$ cat src/rtl/tpg_stream_sink.sv
// tpg_stream_sink: Avalon-ST video sink and frame checker.
// Consumes the pattern generator's pixel stream through valid/ready, drives
// ready_o from a selectable backpressure pattern, and for every frame checks the
// pixel count against width*height and folds the pixels into a rotate-xor checksum.
module tpg_stream_sink #(
    parameter int          DATA_WIDTH = 24,
    parameter logic [15:0] LFSR_SEED  = 16'hACE1
) (
    input  logic                  clk_i,
    input  logic                  reset_n_i,
    input  logic                  enable_i,
    input  logic                  valid_i,
    input  logic [DATA_WIDTH-1:0] data_i,
    input  logic                  end_of_video_i,
    output logic                  ready_o,
    input  logic [1:0]            bp_mode_i,
    input  logic [31:0]           width_i,
    input  logic [31:0]           height_i,
    output logic                  frame_done_o,
    output logic                  frame_ok_o,
    output logic [31:0]           pix_cnt_o,
    output logic [31:0]           checksum_o,
    output logic [15:0]           frame_cnt_o,
    output logic [15:0]           err_cnt_o,
    output logic [1:0]            state_o
);

    typedef enum logic [1:0] {
        IDLE = 2'd0,
        SYNC = 2'd1,
        RUN  = 2'd2
    } state_t;

    state_t      state;
    logic [15:0] lfsr;
    logic [1:0]  phase;
    logic [31:0] pix;
    logic [31:0] sum;
    logic [31:0] exp_pix;

    logic [15:0] lfsr_nxt;
    logic [1:0]  phase_nxt;
    logic        bp_rdy;
    logic        xfer;
    logic [31:0] data_ext;
    logic [31:0] pix_inc;
    logic [31:0] sum_upd;
    logic [31:0] exp_new;

    // Only the low halves of the size inputs matter.
    logic unused_size_hi;
    assign unused_size_hi = ^{width_i[31:16], height_i[31:16]};

    assign state_o = state;

    // Next pattern state and per-transfer arithmetic. ready_o is registered from
    // the next LFSR/phase values so a mode change shows on the next cycle.
    always_comb begin
        lfsr_nxt  = {lfsr[14:0], lfsr[15] ^ lfsr[13] ^ lfsr[12] ^ lfsr[10]};
        phase_nxt = phase + 2'd1;
        case (bp_mode_i)
            2'd0:    bp_rdy = 1'b1;
            2'd1:    bp_rdy = lfsr_nxt[0];
            2'd2:    bp_rdy = (phase_nxt == 2'd3);
            default: bp_rdy = 1'b0;
        endcase
        xfer     = valid_i && ready_o;
        data_ext = 32'(data_i);
        // Overlong frames stop counting at all-ones and are judged at their close.
        pix_inc  = (pix == 32'hFFFF_FFFF) ? pix : pix + 32'd1;
        sum_upd  = {sum[30:0], sum[31]} ^ data_ext;
        exp_new  = {16'd0, width_i[15:0]} * {16'd0, height_i[15:0]};
    end

    // Sync/run state machine, pattern generators, frame accumulation and results.
    always_ff @(posedge clk_i or negedge reset_n_i) begin
        if (!reset_n_i) begin
            state        <= IDLE;
            lfsr         <= LFSR_SEED;
            phase        <= 2'd0;
            ready_o      <= 1'b0;
            pix          <= 32'd0;
            sum          <= 32'd0;
            exp_pix      <= 32'd0;
            frame_done_o <= 1'b0;
            frame_ok_o   <= 1'b0;
            pix_cnt_o    <= 32'd0;
            checksum_o   <= 32'd0;
            frame_cnt_o  <= 16'd0;
            err_cnt_o    <= 16'd0;
        end else begin
            frame_done_o <= 1'b0;
            if (state == IDLE) begin
                ready_o <= 1'b0;
                if (enable_i) begin
                    state <= SYNC;
                    lfsr  <= LFSR_SEED;
                    phase <= 2'd0;
                end
            end else if (!enable_i) begin
                // Any partial frame is dropped; results and counters hold.
                state   <= IDLE;
                ready_o <= 1'b0;
            end else begin
                lfsr    <= lfsr_nxt;
                phase   <= phase_nxt;
                ready_o <= bp_rdy;
                case (state)
                    SYNC: begin
                        // Discard pixels until a frame boundary is seen.
                        if (xfer && end_of_video_i) begin
                            state   <= RUN;
                            pix     <= 32'd0;
                            sum     <= 32'd0;
                            exp_pix <= exp_new;
                        end
                    end
                    RUN: begin
                        if (xfer) begin
                            if (end_of_video_i) begin
                                frame_done_o <= 1'b1;
                                frame_ok_o   <= (pix_inc == exp_pix);
                                pix_cnt_o    <= pix_inc;
                                checksum_o   <= sum_upd;
                                frame_cnt_o  <= frame_cnt_o + 16'd1;
                                if (pix_inc != exp_pix && err_cnt_o != 16'hFFFF)
                                    err_cnt_o <= err_cnt_o + 16'd1;
                                pix     <= 32'd0;
                                sum     <= 32'd0;
                                exp_pix <= exp_new;
                            end else begin
                                pix <= pix_inc;
                                sum <= sum_upd;
                            end
                        end
                    end
                    default: state <= IDLE;
                endcase
            end
        end
    end

endmodule

$ cat config.mk
export PLATFORM = sky130hd
export DESIGN_NAME = tpg_stream_sink
export DESIGN_NICKNAME = d
export VERILOG_FILES = /design/src/rtl/tpg_stream_sink.sv
export SDC_FILE = /design/constraint.sdc
export NUM_CORES = 1
export LEC_CHECK = 0
export CORE_AREA = 2 2 207 209
export DETAILED_ROUTE_END_ITERATION = 8
export DIE_AREA = 0 0 209 211
export GPL_ROUTABILITY_DRIVEN = 0
export HOLD_SLACK_MARGIN = 0.15
export PLACE_DENSITY = 0.67
export SLEW_MARGIN = 20
export SYNTH_ARGS = -nofsm -noshare
export SYNTH_HDL_FRONTEND = slang
export SYNTH_SLANG_ARGS = --single-unit
$ cat constraint.sdc
create_clock -name clk_i -period 3.98 [get_ports clk_i]
set_clock_uncertainty 0.1 [all_clocks]
set_input_delay 0.796 -clock clk_i [delete_from_list [all_inputs] [get_ports clk_i]]
set_output_delay 0.796 -clock clk_i [all_outputs]
set_load 0.005 [all_outputs]
==> impl_summary.md <==
Worst hold path
The min-delay analysis places its worst path in the category in -> async.

Setup path
STA classifies the critical path endpoint as a register. Walking the worst path, the cells encountered are buf_12, buf_6, buf_4, buf_6, and2_1, fa_1, fa_1, fa_1, fa_2, fa_1, inv_1, fa_1, inv_2, ha_4, nand4_1, a2111o_1, a311oi_2, nor3_2, o21bai_1, a21oi_2, buf_4, xor2_1, o21ai_1. The critical path is of the in -> reg type. The worst setup path is launched from an input pin.

The buffering stage count on the worst path with inverters included is 7. The start point of the critical path is width_i[5]. Data on the critical path arrives at its endpoint at 6350 ps.

The start of the worst register-to-register path is pix[0]$_DFFE_PN0P_. The dominant delay contributor by cell family on the critical path is adder cells. The data required time of the worst path is 4290 ps. The most critical setup path has its endpoint at exp_pix[27]$_DFFE_PN0P_. Among all stages on the critical path, the largest delay is contributed by fa_1. The cell type with the highest occurrence count on the critical path is fa_1. In this run the critical register-to-register path is captured at err_cnt_o[1]$_DFFE_PN0P_. The highest fanout seen on the critical path is 5. The critical path runs through a total of 23 cells.

The depth of the worst register-to-register path is 11. The largest incremental delay on the critical path is 550 ps. The slack of the worst reg-to-reg path is 160 ps.

Yosys
After Yosys synthesis, and, or, nand and nor cells account for 19.08% of the synthesized area. The post-synthesis average cell area is 8.988 um^2. The number of warnings reported in the yosys synthesis log is 0. The library cell with the highest instance count after synthesis is nand2_1. The area share of fa/ha/maj cells after synthesis is 27.36%. The synthesized netlist devotes 6.244% of its cell area to XOR and XNOR gates. The cell area after synthesis is 0.01914 mm^2. In the post-synthesis netlist, the biggest area contributors are dfrtp_1 27%, fa_1 20%, ha_1 7.1%.

Of the post-synthesis cell area, the part taken by muxes is 0.7912%. After synthesis the netlist holds a flip-flop and latch count of 215. The synthesized design devotes to its leading area cell type 27.07% of total area. dfrtp_1 takes more of the synthesized area than any other cell.

The post-synthesis sequential area ratio is 28.17%. The number of enable flip-flop cells after synthesis is 0. Summing the areas of all compound-gate instances in the mapped netlist gives 10.61% of the synthesized area. For this run, asynchronously set or reset flops after synthesis account for 100.0%.

Yosys mapped the design onto 83 distinct sky130hd cell types. The number of nets handed over by synthesis was 2526. The gate count after technology mapping is 2129.

Sorting the synthesized cells by how often they occur yields 359 x nand2_1, 260 x inv_1, 207 x dfrtp_1. In the synthesized netlist the dominant register cell turns out to be dfrtp_1. After synthesis, the largest family of logic cells by area is adder cells.

STA
The transition time of the tightest slew-check pin is 862.9 ps. Setup repair after global routing could not meet its margin everywhere. Headroom to the max-slew limit came out at 42.47%. The minimum clock period after layout is 6037 ps. Of the available clock period, the critical path in the final layout requires 151.7%. The number of hold-slack violations in the final timing report was 0.

The accumulated negative setup slack is -36150 ps. Timing would allow up to 0.1656 GHz. The slack of the critical path is -2057 ps.

Setup violations remaining at the end of the flow were counted as 26. The max-slew violation total from the final report was 0.

Placement
Timing analysis after detailed placement gives a worst setup slack of -3026 ps. The number of I/O port buffers is 163. The instance area at placement is 0.02278 mm^2. The placed instance count is 2927. The HPWL after detailed placement is 38640 um.

Global routing
The met3 demand-to-capacity share in global routing is 1.888%. Global routing consumed, on the met1 layer, 29.73% of the routing resources. The number of antenna violations at the first check in global routing came to 0. The first global-routing pass estimated 82460 um of wire.

The global route total overflow is 0. After global routing, the most crowded layer is met2. The maximum number of pins on one net before global-route repair is 115. The met2 layer usage reported by global route is 39.52%. Global routing used 22.52% of the available tracks. The number of global-route vias before repair is 16630.

Finish
After the flow finishes, the layout carries non-filler instances totaling 3009. The layout filler cell count is 3577. At the end of the flow, the number of nets in the layout was 2852. The sequential cells in the finished layout cover a total of 0.005395 mm^2. The post-layout utilization of the core is 58.72%. The multi-input logic area is 0.01295 mm^2. The growth of design area from synthesis to finish is 28.14%.

The number of antenna diodes in the final layout is 0. The post-route netlist has 20.45% of its cells at a drive strength greater than 1. The final design area excluding fillers is 0.02452 mm^2.

Floorplan
The die covers 0.04410 mm^2. From bottom edge to top edge, the die measures 211 um. The number of cell rows is 75.

The boundary pin count is 196. The die is 209 um wide. The region available for standard cell placement spans 0.04176 mm^2. Once the floorplan was initialized, standard cells occupied 45.82% of the core.

Clock tree
The clock input transition at the sequential cells of the worst setup and hold paths is 60 ps. The number of buffers added by the clock tree synthesis step is 22. In this run the deepest clock path goes through 3 buffers. The clock tree from TritonCTS is built.

Clock tree synthesis found a total of 215 sinks. At the later pin of the worst-skew pair, clock insertion delay measures 530 ps. The clock root buffer is clkbuf_16.

In this run the number of H-tree levels came out at 1. The number of hold buffers added after CTS was 0.

Detailed routing
The number of design rule violations left after detail routing is 0. The total length of routed wires is 49300 um. The remaining antenna violation count is 0. For this block, the initial DRC count from the detailed router was 1137. The number of vias per cell is 5.324. The final route contains 16020 vias. The number of search-and-repair iterations in the first detailed-routing pass is 5. The mean routed wirelength per cell is 16.38 um.

Power and ir drop
Of the total power, registers draw 12.7%. The switching power as a share of total power is 42.18%. Power spread over the standard cell area amounts to 801.0 mW/mm^2. The analysis attributes to cell leakage a power of 11.55 nW. In this run, the combinational gates consume 76.7% of the power. Per report_power, the clock group accounts for 10.6% of the total. The internal power contribution is 11.36 mW. The maximum vdd ir drop is 0.001159 V. The analysis attributes to net switching a power of 8.285 mW.

Run
The tool flagged a number of max-cap violations equal to 0.

Run status
The run finished, with violations left. The final reports fail on negative setup slack.
worst reg2reg max path, cell delays in order, from the launching register on:
cell,delay (ps)
dfrtp_1,390
ha_1,220
and4_4,220
and4_4,210
and3_4,270
nor2_1,350
xor3_1,330
nor4_1,310
nand4b_1,170
or4_4,600
nand2_4,190
mux2_1,360
flip-flops by register name, summed over array words and instances, names as in the netlist:
signal,cells
frame_done_o,1
pix_cnt_o,32
checksum_o,32
lfsr,16
ready_o,1
exp_pix,32
pix,32
frame_ok_o,1
state_o,2
err_cnt_o,16
frame_cnt_o,16
phase,2
sum,32
layout make-up:
class	instances	share of cell area, %
clock buffer	29	2.475
tap	539	2.750
timing repair buffer	418	15.41
multi-input combinational	1537	52.83
inverter	261	3.995
sequential	215	22.00
clock inverter	10	0.5358
power by group through the flow:
stage	clock [mW]	sequential, mW	combinational (mW)
floorplan	0	2.48	7.83
global placement	0	2.52	11.4
detailed placement	0	2.53	11.6
CTS	2.14	2.49	13.6
global route	2.24	2.51	16.6
finish	2.09	2.49	15.1
logic make-up (layout without fill, tap and decap cells):
kind of cell / after synthesis / count (layout)
simple gates: 755 / 755
xor+xnor: 130 / 130
mux: 14 / 14
compound gates: 336 / 336
fa+ha+maj: 302 / 302
flops: 215 / 215
buf+inv: 377 / 718
per-layer routing:
metal	vias up	share of wire [%]	routed length, um
met5	-	0	0
met4	0	2.8	1379
met3	104	4.7	2297
met2	481	49	24360
met1	7886	43	21260
li1	7548	-	-
cells in the final DEF (no fill, tap or decap), types with 9 or more instances in the layout:
master / n
a21oi_1: 35
o21ai_0: 131
nand4_1: 30
nor2_1: 75
o31ai_1: 15
nand3_1: 39
a21o_1: 17
buf_6: 50
ha_4: 16
dfrtp_1: 203
nor4_1: 14
ha_1: 86
and2_4: 26
xnor2_1: 76
nor3_1: 16
clkbuf_16: 22
inv_1: 234
inv_2: 26
buf_12: 9
clkdlybuf4s50_1: 131
fa_1: 186
a21oi_2: 9
a31oi_1: 10
a22o_1: 9
and2_1: 99
o21ai_1: 28
xor2_1: 43
buf_4: 209
and3_1: 20
nand2b_1: 12
nand2_1: 350
per-stage QoR:
| step | hold WS [ps] | power, mW |
|---|---|---|
| 2_1_floorplan | 350.2 | 10.30 |
| 3_3_place_gp | 358.4 | 13.93 |
| 3_5_place_dp | 362.6 | 14.15 |
| 4_1_cts | 284.8 | 18.23 |
| 5_1_grt | 287.3 | 21.33 |
| 6_report | 232.3 | 19.64 |
repair_timing:
action / CTS / global route
setup buffers: 29 / 27
gates cloned: 0 / 0
pin swaps: 97 / 111
resized for setup: 209 / 143
endpoints found under the setup margin: 28 / 40
worst min-delay path by stage:
| stage | startpoint | to | slack [ps] | cells past startpoint |
|---|---|---|---|---|
| after global placement | lfsr[14]$_DFFE_PN0P_ | lfsr[15]$_DFFE_PN1P_ | 360 | 2 |
| after floorplan | lfsr[14]$_DFFE_PN0P_ | lfsr[15]$_DFFE_PN1P_ | 350 | 2 |
| after global routing | reset_n_i | checksum_o[12]$_DFFE_PN0P_ | 290 | 1 |
| after CTS | reset_n_i | checksum_o[12]$_DFFE_PN0P_ | 280 | 1 |
| final | reset_n_i | checksum_o[11]$_DFFE_PN0P_ | 230 | 1 |
| after detailed placement | checksum_o[25]$_DFFE_PN0P_ | checksum_o[25]$_DFFE_PN0P_ | 360 | 2 |
(Power assumes the default switching activity.)
